===== config.mk =====
export PLATFORM = sky130hd
export DESIGN_NAME = cpu_mem_seq
export DESIGN_NICKNAME = d
export VERILOG_FILES = /design/src/rtl/cpu_mem_seq.sv
export SDC_FILE = /design/constraint.sdc
export NUM_CORES = 1
export LEC_CHECK = 0
export ABC_AREA = 1
export CELL_PAD_IN_SITES_DETAIL_PLACEMENT = 0
export CELL_PAD_IN_SITES_GLOBAL_PLACEMENT = 2
export CORE_MARGIN = 8
export CORE_UTILIZATION = 34
export CTS_CLUSTER_DIAMETER = 200
export DETAILED_ROUTE_END_ITERATION = 12
export DONT_BUFFER_PORTS = 1
export PLACE_DENSITY = 0.81
export SYNTH_ARGS = -nofsm -noshare
export SYNTH_HDL_FRONTEND = slang
export SYNTH_SLANG_ARGS = --single-unit

===== constraint.sdc =====
create_clock -name clk -period 5.3 [get_ports clk]
set_clock_uncertainty 0.15 [all_clocks]
set_input_delay 1.06 -clock clk [delete_from_list [all_inputs] [get_ports clk]]
set_output_delay 1.06 -clock clk [all_outputs]
set_load 0.005 [all_outputs]

===== src/rtl/cpu_mem_seq.sv =====
`timescale 1ns/1ps
// cpu_mem_seq: single-request memory access sequencer in front of a
// DEPTH x DATA_W array of 1-bit memory cells. A request is latched into
// the memory address register, the addressed word is strobed for one cycle
// (set for writes, enable for reads), and a response is returned through a
// valid/ready handshake. The per-word strobes are exported so cell-level
// timing can be observed.
module cpu_mem_seq #(
  parameter int unsigned ADDR_W = 4,
  parameter int unsigned DATA_W = 8,
  localparam int unsigned DEPTH = 2 ** ADDR_W
) (
  input  logic              clk,
  input  logic              rst,
  input  logic              req_valid,
  output logic              req_ready,
  input  logic              req_we,
  input  logic [ADDR_W-1:0] req_addr,
  input  logic [DATA_W-1:0] req_wdata,
  output logic              rsp_valid,
  input  logic              rsp_ready,
  output logic [DATA_W-1:0] rsp_rdata,
  output logic [ADDR_W-1:0] mar,
  output logic [DEPTH-1:0]  cell_s,
  output logic [DEPTH-1:0]  cell_e
);

  // Sequencer phases. SET and ENABLE each last exactly one cycle, which is
  // what guarantees the single-cycle strobe pulses.
  typedef enum logic [2:0] {
    ST_IDLE,
    ST_LATCH,
    ST_SET,
    ST_ENABLE,
    ST_RESP
  } state_e;

  state_e              state_q, state_d;
  logic [ADDR_W-1:0]   addr_q,  addr_d;   // captured request address
  logic                we_q,    we_d;     // captured request direction
  logic [DATA_W-1:0]   wdata_q, wdata_d;  // captured write data
  logic [ADDR_W-1:0]   mar_q,   mar_d;    // memory address register
  logic [DATA_W-1:0]   rdata_q, rdata_d;  // response data, held through RESP

  logic [DATA_W-1:0]   mem_q [DEPTH];     // the word array (memory cells)
  logic                mem_we;
  logic [DEPTH-1:0]    mar_onehot;

  // Next-state and datapath next values; every decision is taken from
  // registered state so no input reaches an output combinationally.
  // NOTE: each _d gets its hold value first, so no path through the case
  // leaves a variable unassigned and no latch is inferred.
  always_comb begin
    state_d = state_q;
    addr_d  = addr_q;
    we_d    = we_q;
    wdata_d = wdata_q;
    mar_d   = mar_q;
    rdata_d = rdata_q;
    case (state_q)
      ST_IDLE: begin
        if (req_valid) begin
          addr_d  = req_addr;
          we_d    = req_we;
          wdata_d = req_wdata;
          state_d = ST_LATCH;
        end
      end
      ST_LATCH: begin
        mar_d   = addr_q;
        state_d = we_q ? ST_SET : ST_ENABLE;
      end
      ST_SET: begin
        rdata_d = '0;
        state_d = ST_RESP;
      end
      ST_ENABLE: begin
        rdata_d = mem_q[mar_q];
        state_d = ST_RESP;
      end
      ST_RESP: begin
        // A request arriving together with rsp_ready is not taken here;
        // it can only be accepted from IDLE on a later edge.
        if (rsp_ready) state_d = ST_IDLE;
      end
      default: state_d = ST_IDLE;
    endcase
  end

  // Control and datapath registers; reset aborts any transaction in flight.
  // NOTE: registers use non-blocking assignments so every flop samples the
  // pre-edge values, independent of statement order.
  always_ff @(posedge clk or posedge rst) begin
    if (rst) begin
      state_q <= ST_IDLE;
      addr_q  <= '0;
      we_q    <= 1'b0;
      wdata_q <= '0;
      mar_q   <= '0;
      rdata_q <= '0;
    end else begin
      state_q <= state_d;
      addr_q  <= addr_d;
      we_q    <= we_d;
      wdata_q <= wdata_d;
      mar_q   <= mar_d;
      rdata_q <= rdata_d;
    end
  end

  assign mem_we = (state_q == ST_SET);

  // Word array: written only during SET, cleared by reset. A write whose
  // SET cycle is interrupted by reset is therefore lost.
  // NOTE: this array is reset on purpose because the cells must read as
  // zero after reset; that rules out mapping it onto a RAM macro.
  always_ff @(posedge clk or posedge rst) begin
    if (rst) begin
      for (int i = 0; i < DEPTH; i++) mem_q[i] <= '0;
    end else if (mem_we) begin
      mem_q[mar_q] <= wdata_q;
    end
  end

  // Strobes and handshake outputs decoded from registered state only.
  always_comb begin
    mar_onehot = '0;
    mar_onehot[mar_q] = 1'b1;
  end

  assign cell_s    = (state_q == ST_SET)    ? mar_onehot : '0;
  assign cell_e    = (state_q == ST_ENABLE) ? mar_onehot : '0;
  assign req_ready = (state_q == ST_IDLE);
  assign rsp_valid = (state_q == ST_RESP);
  assign rsp_rdata = rdata_q;
  assign mar       = mar_q;

`ifndef SYNTHESIS
  // Set and enable strobes never overlap.
  a_strobe_excl: assert property (@(posedge clk) disable iff (rst)
    !((|cell_s) && (|cell_e)));

  // Each strobe is one-hot or zero.
  a_strobe_onehot: assert property (@(posedge clk) disable iff (rst)
    $onehot0(cell_s) && $onehot0(cell_e));

  // Each strobe pulse lasts a single cycle.
  a_set_pulse: assert property (@(posedge clk) disable iff (rst)
    (|cell_s) |=> (cell_s == '0));
  a_enable_pulse: assert property (@(posedge clk) disable iff (rst)
    (|cell_e) |=> (cell_e == '0));

  // A stalled response holds its data.
  a_rsp_hold: assert property (@(posedge clk) disable iff (rst)
    (rsp_valid && !rsp_ready) |=> (rsp_valid && $stable(rsp_rdata)));

  // No request is taken while busy.
  a_ready_only_idle: assert property (@(posedge clk) disable iff (rst)
    req_ready == (state_q == ST_IDLE));
`endif

endmodule


Yosys cells after proc, flatten, opt, wreduce, memory -nomap -nowiden. Index checks and enable logic that the tools add are counted.

Flip-flop bits (word level): 156. Bits of input ports: 17. Output and inout bits: 46. Logic and storage cells: 55.

Order comparisons: 4. Eq/ne operators: 6. Mux-type cells: 15. Bitwise gates (word level): 1. Reduce and logical (&&, ||, !) cells: 7.

Operator list (number): 128-bit bitwise mux (1); 8-bit binary-select mux with 4-bit select (1); 8-bit demux with 4-bit select (1); 16-bit two-way mux (2); 8-bit two-way mux (3); 8-bit case mux with 2 select lines (1); 3-bit case mux with 4 select lines (1); 3-bit by 2-bit equality test with 1-bit output (second input constant) (2); 3-bit two-way mux (2); 5-bit >= comparator (second input constant) (1); 4-bit by 5-bit < comparator with 1-bit output (second input constant) (1); 5-bit by 1-bit < comparator with 1-bit output (second input constant) (1); 4-bit inverter with 5-bit output (1); 1-bit demux with 4-bit select (1); 4-bit by 1-bit >= comparator with 1-bit output (second input constant) (1); 2-bit AND reduction (2); 3-bit by 1-bit equality test with 1-bit output (second input constant) (1); 3-bit equality test (second input constant) (1); 3-bit zero test (1); 1-bit logical AND (2); 1-bit two-way mux (2); 2-bit by 1-bit != test with 1-bit output (second input constant) (1); 2-bit != test (second input constant) (1); 2-bit nonzero test (1); 2-bit OR reduction (1).

Logic depth before layout (Yosys ltp). Gate-level depths: netlist (run 1).

Depth in word-level cells: 6. Depth in mapped cells: 11. Mapped depth without buffers: 9.

Least setup slack after synthesis (run 1). No wires, ideal clock.

Kind: register to output. Start: register mar_q[1] (netlist: mar[1]). End: output cell_e[0]. Data arrival time: 1477 ps. Required time: 4090 ps. Slack: 2613 ps. Stages on the path, launching flop included: 7. Path buffers: 3. Cells stage by stage: dfrtp_1 > buf_4 > inv_2 > buf_4 > buf_2 > nand2_1 > nor3_1.

Longest elaborated chain between the ends: 5. Elaborated cells on any way between the ends: 6. Those cells by class: order compare (2); mux (3); reduce/logical (1).

RTL lines: start, declared (RTL line 42) `logic [ADDR_W-1:0] mar_q, mar_d;`; start signal, assigned (RTL line 106) `mar_q <= mar_d;`; 4-bit by 5-bit < comparator with 1-bit output (not written as such) or 4-bit by 1-bit >= comparator with 1-bit output (tied branches) (RTL line 128) `mar_onehot[mar_q] = 1'b1;`; 1-bit logical AND (not written as such) (RTL line 128); 1-bit two-way mux (not written as such) (RTL line 128); 1-bit demux with 4-bit select * (RTL line 128); 16-bit two-way mux * (RTL line 132) `assign cell_e = (state_q == ST_ENABLE) ? mar_onehot : '0;`; end, declared (RTL line 25) `output logic [DEPTH-1:0] cell_e`.

Every way passes the cells marked *; elsewhere a longest branch is shown, timed or not.

Worst setup path after layout (run 1).
Start: register mar_q[2] (netlist: mar[2]). End: output cell_s[1].

Longest elaborated chain between the ends: 5. Elaborated cells on any way between the ends: 6. Those cells by class: order compare (2); mux (3); reduce/logical (1).

RTL lines: 4-bit by 5-bit < comparator with 1-bit output (not written as such) or 4-bit by 1-bit >= comparator with 1-bit output (tied branches) (RTL line 128); 1-bit logical AND (not written as such) (RTL line 128); 1-bit two-way mux (not written as such) (RTL line 128); 1-bit demux with 4-bit select * (RTL line 128); 16-bit two-way mux * (RTL line 131) `assign cell_s = (state_q == ST_SET) ? mar_onehot : '0;`; end, declared (RTL line 24) `output logic [DEPTH-1:0] cell_s,`.

Marked as above.

==> summary.md, run 1 <==
| Metric | Value |
|---|---|
| Drt via density | roughly 4.8 |
| Clk slew on worst S/H paths | around 0.06 ns |
| Sequential share of power | roughly 40% |
| Cell Area, Placed | 0.00761 sq mm |
| WP data required | 4.09 ns |
| Combinational share of power | about a third |
| CTS max path bufs | 2 |
| Crit Path Max Fanout | 17 |
| Die width | 164 um |
| Launch point of the worst reg-to-reg path | mar[2]$_DFFE_PP0N_ |
| Initial DRT Pass Iterations | 5 |
| Hold crit path type | reg -> reg |
| Worst flop-to-flop path endpoint | mem_q[117]$_DFFE_PP0P_ |
| Number of synthesized flops with an enable pin | 0 |
| DR vias | approximately 5,700 |
| Fill count | roughly 2,300 |
| Worst-Margin Slew | 1.08 ns |
| PortBufs | 0 |
| First-pass GRT wire length | 33.5 mm |
| M2 GR Usage | 25.7% |
| GR Util met1 | 22.2% |
| Commonest non-fill, non-tap cell in the layout | nand2_1 |
| P&R area growth vs syn | 9.65% |
| Row count | between 50 and 60 |
| Final Hold Fails | 0 |
| Fin crit share | roughly 71% |
| Worst R2R Setup Slack | 2.86 ns |
| P_sw | 2010 uW |
| Max cap viols | 0 |
| #FFs+latches synth | between 150 and 200 |
| Core Box Area | approximately 0.022 sq mm |
| Setup TNS | 0 ns |
| Post-synthesis sequential area ratio | between 50% and 60% |
| Synth area leader | dfrtp_1 |
| Synth unique cells | 21 |
| # clock sinks | 156 |
| Total power | 4810 uW |
| Global Route met3 Usage | 3.31% |
| Initial DRC Count | approximately 520 |
| Root buffer cell | clkbuf_16 |
| # diodes | 0 |
| Die Height | approximately 160 um |
| RSZ-0062 raised after global routing | false |
| PD cells | just under 600 mW/mm^2 |
| Commonest register cell after synthesis | dfrtp_1 |
| Cell count after synthesis | 950 |
| Initial antenna violation count | 0 |
| Max-slew violations | 0 |
| Dominant cells by area after synthesis | dfrtp_1, nand2_1, o21ai_1, o21ai_0, nand4_4 |
| Final min period | 3.74 ns |
| Fraction of layout cells with a size suffix above 1 | 7.22% |
| Post-CTS setup repair buffer count | 0 |
| Sw frac | 41.8% |
| Share of the synthesized area in the top cell type | a little over half |
| Residual DRC | 0 |
| All-Layer GR Usage | 16.2% |
| Largest net degree at the start of global routing | 157 |
| Int Pwr | approximately 2800 uW |
| Initial core utilization | about 34% |
| Num CTS Buffers | 17 |
| Nets | 933 |
| Worst-Skew Late Latency | between 0.4 and 0.5 ns |
| WP data arrival | 2.53 ns |
| Leak | 0.00424 uW |
| Setup WS post-layout | 1.56 ns |
| HPWL Detailed | 13.0 mm |
| Syn Nets | slightly below 1,000 |
| Pre-CTS setup slack | 1.93 ns |
| Clk pwr share | 25.9% |
| Setup Crit Path Kind | reg -> out |
| DIE AREA | 0.0270 sq mm |
| Synthesized area per cell | 7.87 sq um |
| Crit. Startpoint | mar[2]$_DFFE_PP0N_ |
| Wire per inst | 17.1 um |
| Hold_buf cts | 0 |
| I/O pin cnt | 63 |
| CP startpoint kind | flop |
| R2R cell count | 3 |
| Slew headroom | between 20 and 30% |
| Max Freq | 268 MHz |
| Remaining Overflow, GRT | 0 |
| Remaining antenna violation count | 0 |
| Clock tree from TritonCTS | yes |
| CP Capture Type | output port |
| Status | complete, no violations |
| Most frequent cells in the layout | nand2_1, dfrtp_1, o21ai_1, o21ai_0, inv_1 |
| Max H-tree Level | 4 |
| Post-cts sizing count | 0 |
| Design area | 0.00820 sq mm |
| Synth async-reset ratio | 100% |
| Hold Slack | 0.336 ns |
| VDD IR-drop max | 0.210 mV |
| Final setup fails | 0 |
| Yosys warns | 0 |
| Busiest grt layer | met2 |
| Netlist Area Pre-Place | between 0.007 and 0.008 sq mm |
| Vias in the first global route | about 5,800 |
| RD Place Congestion | 0.748 |
| CP endpoint | cell_s[1] |
| WL final | 20.7 mm |
[registers in the layout, indices dropped and copies added, names as in the netlist]
register / count
addr_q: 4
mar: 4
mem_q: 128
rsp_rdata: 8
state_q: 3
wdata_q: 8
we_q: 1
[critical path, stage by stage, from the launching register on]
cell and delay [ns]:
dfrtp_1 0.50, nor2_1 0.88, nand4_2 0.50, inv_1 0.22
[power groups by stage]
| stage | Sequential [uW] | Clock (uW) | Combinational [uW] |
|---|---|---|---|
| global placement | 1900 | 0 | 1710 |
| detailed placement | 1900 | 0 | 1720 |
| finish | 1880 | 1250 | 1690 |
| floorplan | 1820 | 0 | 1280 |
| global route | 1930 | 1330 | 1930 |
| CTS | 1880 | 1280 | 1730 |
[synthesized netlist by cell type (all sizes together) (5+ instances only)]
cell and number:
mux2 5, nor3 16, nor2 18, inv 39, o21ai 140, a21oi 8
clkbuf 23, nand2 492, nand4 16, dfrtp 156, buf 35
[per-layer routing]
layer / vias up / share of wire (%) / routed length [um]
met2: 85 / 47 / 9690
met5: - / 0 / 0
met3: 13 / 3.0 / 630
met1: 2710 / 49 / 10200
li1: 2934 / - / -
met4: 0 / 0.83 / 172
[cell type report]
cell class | instances | area [sq um] | share of cell area (%)
Clock buffer | 20 | 447 | 5.45
Sequential cell | 156 | 3910 | 47.6
Timing Repair Buffer | 5 | 62.6 | 0.763
Multi-Input combinational cell | 697 | 3140 | 38.3
Tap cell | 280 | 350 | 4.27
Inverter | 39 | 150 | 1.83
Clock inverter | 11 | 144 | 1.75
[logic make-up (layout without fill, tap and decap cells)]
family / Yosys count / count (layout) / synth area share (%)
AO/OA/AOI/OAI: 150 / 150 / 10.1
buffers and inverters: 97 / 75 / 5.80
flip-flops: 156 / 156 / 52.2
multiplexers: 5 / 5 / 0.753
AND/OR/NAND/NOR: 542 / 542 / 31.1
[how the worst min path moves through the flow]
| stage | start | endpoint | slack, ns | cells past startpoint |
|---|---|---|---|---|
| after floorplan | addr_q[0]$_DFFE_PP0P_ | mar[0]$_DFFE_PP0N_ | 0.30 | 2 |
| after global placement | mem_q[118]$_DFFE_PP0P_ | mem_q[118]$_DFFE_PP0P_ | 0.32 | 2 |
| after detailed placement | mem_q[118]$_DFFE_PP0P_ | mem_q[118]$_DFFE_PP0P_ | 0.32 | 2 |
| after CTS | mem_q[118]$_DFFE_PP0P_ | mem_q[118]$_DFFE_PP0P_ | 0.34 | 2 |
| after global routing | mem_q[54]$_DFFE_PP0P_ | mem_q[54]$_DFFE_PP0P_ | 0.36 | 2 |
| final | mem_q[127]$_DFFE_PP0P_ | mem_q[127]$_DFFE_PP0P_ | 0.34 | 2 |
[per-stage QoR]
step,instances,utilization (%)
floorplan,950,-
global placement,1177,35.1
detailed placement,1177,35.1
CTS,1208,37.8
global route,1208,37.8
finish,1208,37.8
Note: power is estimated with default switching activity, not from simulation.
==> inputs of run 2 (changes only) <==
==> constraint.sdc (replaced) <==
create_clock -name clk -period 3.2 [get_ports clk]
set_clock_uncertainty 0.15 [all_clocks]
set_input_delay 0.64 -clock clk [delete_from_list [all_inputs] [get_ports clk]]
set_output_delay 0.64 -clock clk [all_outputs]
set_load 0.005 [all_outputs]
==> run 2 against run 1 <==
Net effect: final area is 3.8% higher; clock-buffer cell count is 1 lower; total power is 72% higher; register-to-register slack worse by 1.9 ns; die area stayed put; utilization is 1.4 points higher; non-clock buffer count is 26 higher; critical endpoint is now cell_s[8]; largest power group unchanged.
==> summary.md, run 2 (synthesized netlist as in run 1, its figures left out) <==
| Metric | Value |
|---|---|
| Final setup fails | 0 (unchanged) |
| Fraction of layout cells with a size suffix above 1 | 10.1% (was 7.22%) |
| CTS max path bufs | 2 (unchanged) |
| Most frequent cells in the layout | nand2_1, dfrtp_1, o21ai_1, o21ai_0, inv_1 (unchanged) |
| PD cells | 974 mW/mm^2 (was 587 mW/mm^2) |
| Nets | 959 (was 933) |
| Remaining Overflow, GRT | 0 (unchanged) |
| Clk slew on worst S/H paths | 0.06 ns (about the same) |
| Worst-Skew Late Latency | 0.43 ns (about the same) |
| Drt via density | 4.85 (was 4.75) |
| Vias in the first global route | 5,906 (was 5,838) |
| R2R cell count | 8 (was 3) |
| RD Place Congestion | 0.754 (was 0.748) |
| Initial DRT Pass Iterations | 5 (unchanged) |
| WL final | 21.6 mm (was 20.7 mm) |
| WP data arrival | 2.16 ns (was 2.53 ns) |
| Largest net degree at the start of global routing | 76 (was 157) |
| Die width | 164 um (unchanged) |
| First-pass GRT wire length | 34.9 mm (was 33.5 mm) |
| Max H-tree Level | 4 (unchanged) |
| Remaining antenna violation count | 0 (unchanged) |
| Residual DRC | 0 (unchanged) |
| All-Layer GR Usage | 16.9% (was 16.2%) |
| Worst-Margin Slew | 0.843 ns (was 1.08 ns) |
| Worst R2R Setup Slack | 0.95 ns (was 2.86 ns) |
| RSZ-0062 raised after global routing | false (unchanged) |
| Final Hold Fails | 0 (unchanged) |
| Final min period | a little under 3 ns |
| Cells after DPL | 1,203 (was 1,177) |
| Initial antenna violation count | 0 (unchanged) |
| Setup TNS | 0 ns (unchanged) |
| DIE AREA | 0.0270 sq mm (unchanged) |
| DR vias | 5,993 (was 5,742) |
| # diodes | 0 (unchanged) |
| Number of flip-flops in the largest register | 128 (unchanged) |
| Row count | 54 (unchanged) |
| Hold_buf cts | 0 (unchanged) |
| Cell Area, Placed | 0.00787 sq mm (was 0.00761 sq mm) |
| Commonest non-fill, non-tap cell in the layout | nand2_1 (unchanged) |
| Max-slew violations | 0 (unchanged) |
| VDD IR-drop max | 0.373 mV (was 0.210 mV) |
| Post-cts sizing count | 0 (unchanged) |
| Clock tree from TritonCTS | yes (unchanged) |
| HPWL Detailed | 13.8 mm (was 13.0 mm) |
| Status | complete, no violations (unchanged) |
| # clock sinks | 156 (unchanged) |
| P&R area growth vs syn | 13.8% (was 9.65%) |
| Slew headroom | 43.8% (was 27.6%) |
| Setup Crit Path Kind | reg -> out (unchanged) |
| Max Freq | between 300 and 400 MHz |
| Num CTS Buffers | 17 (unchanged) |
| I/O pin cnt | 63 (unchanged) |
| Leak | 0.00440 uW (was 0.00424 uW) |
| CP endpoint | cell_s[8] (was cell_s[1]) |
| Max cap viols | 0 (unchanged) |
| Core Box Area | 0.0217 sq mm (unchanged) |
| Worst flop-to-flop path endpoint | mem_q[116]$_DFFE_PP0P_ (was mem_q[117]$_DFFE_PP0P_) |
| Initial DRC Count | 475 (was 517) |
| Crit. Startpoint | state_q[2]$_DFFE_PP0P_ (was mar[2]$_DFFE_PP0N_) |
| Die Height | 164 um (unchanged) |
| CP startpoint kind | flop (unchanged) |
| WP data required | 2.41 ns (was 4.09 ns) |
| Launch point of the worst reg-to-reg path | state_q[2]$_DFFE_PP0P_ (was mar[2]$_DFFE_PP0N_) |
| Total power | 8290 uW (was 4810 uW) |
| Crit Path Max Fanout | 17 (unchanged) |
| Fin crit share | 92.1% |
| Top reg by flops | mem_q (unchanged) |
| Initial core utilization | 34.5% (unchanged) |
| PortBufs | 0 (unchanged) |
| Wire per inst | 17.5 um (was 17.1 um) |
| Fill count | 2,273 (was 2,293) |
| Post-CTS setup repair buffer count | 0 (unchanged) |
| Design area | 0.00851 sq mm (was 0.00820 sq mm) |
| Root buffer cell | clkbuf_16 (unchanged) |
| CP Capture Type | output port (unchanged) |
| Fin cells | 1,235 (was 1,208) |
| Hold crit path type | in -> async (was reg -> reg) |
## run 2: cell types whose count changed in the layout (fill, tap and decap cells not counted)
cell        change
inv_6           +2
clkinvlp_4      +2
bufinv_16       +1
clkbuf_1        -2
buf_12          +5
clkinv_2        -2
buf_4          +21
clkinv_4        -1
clkbuf_8        +1
## run 2: layout make-up
class,count,area (sq um),share of cell area [%]
sequential,156,3910,45.9
tap,280,350,4.12
multi-input combinational,697,3140,36.9
clock buffer,19,453,5.32
inverter,39,150,1.76
timing repair buffer,31,320,3.76
clock inverter,13,188,2.21
## run 2: how the worst min path moves through the flow
stage / from / cells past startpoint / end
final: rst / 1 / mem_q[87]$_DFFE_PP0P_
after floorplan: addr_q[0]$_DFFE_PP0P_ / 2 / mar[0]$_DFFE_PP0N_
after global routing: rst / 1 / mem_q[69]$_DFFE_PP0P_
after detailed placement: mem_q[112]$_DFFE_PP0P_ / 2 / mem_q[112]$_DFFE_PP0P_
after global placement: mem_q[120]$_DFFE_PP0P_ / 2 / mem_q[120]$_DFFE_PP0P_
after CTS: rst / 1 / mem_q[88]$_DFFE_PP0P_
## run 2: stage by stage
stage	hold slack [ns]	worst slack (ns)	utilization [%]
floorplan	0.298	0.437	-
global placement	0.315	0.710	36.3
detailed placement	0.323	0.681	36.3
CTS	0.106	0.203	39.2
global route	0.140	0.0915	39.2
finish	0.0872	0.253	39.2
## run 2: worst max-delay path, stage by stage, from the launching register on
cell,delay (ns)
dfrtp_1,0.39
nor2_1,0.11
inv_1,0.22
nor2_8,0.49
nand4_4,0.34
inv_1,0.16
## run 2: power by group
part / switching (uW) / internal [uW]
registers: 424 / 2680
clock network: 862 / 1350
logic: 2140 / 835
total: 3420 / 4870
## run 2: per-layer routing
layer | vias up | wire [um] | global-route usage (%)
li1 | 2995 | - | -
met1 | 2856 | 10700 | 23.8
met2 | 120 | 9750 | 25.7
met3 | 22 | 728 | 2.98
met4 | 0 | 410 | 5.41
met5 | - | 0 | 0
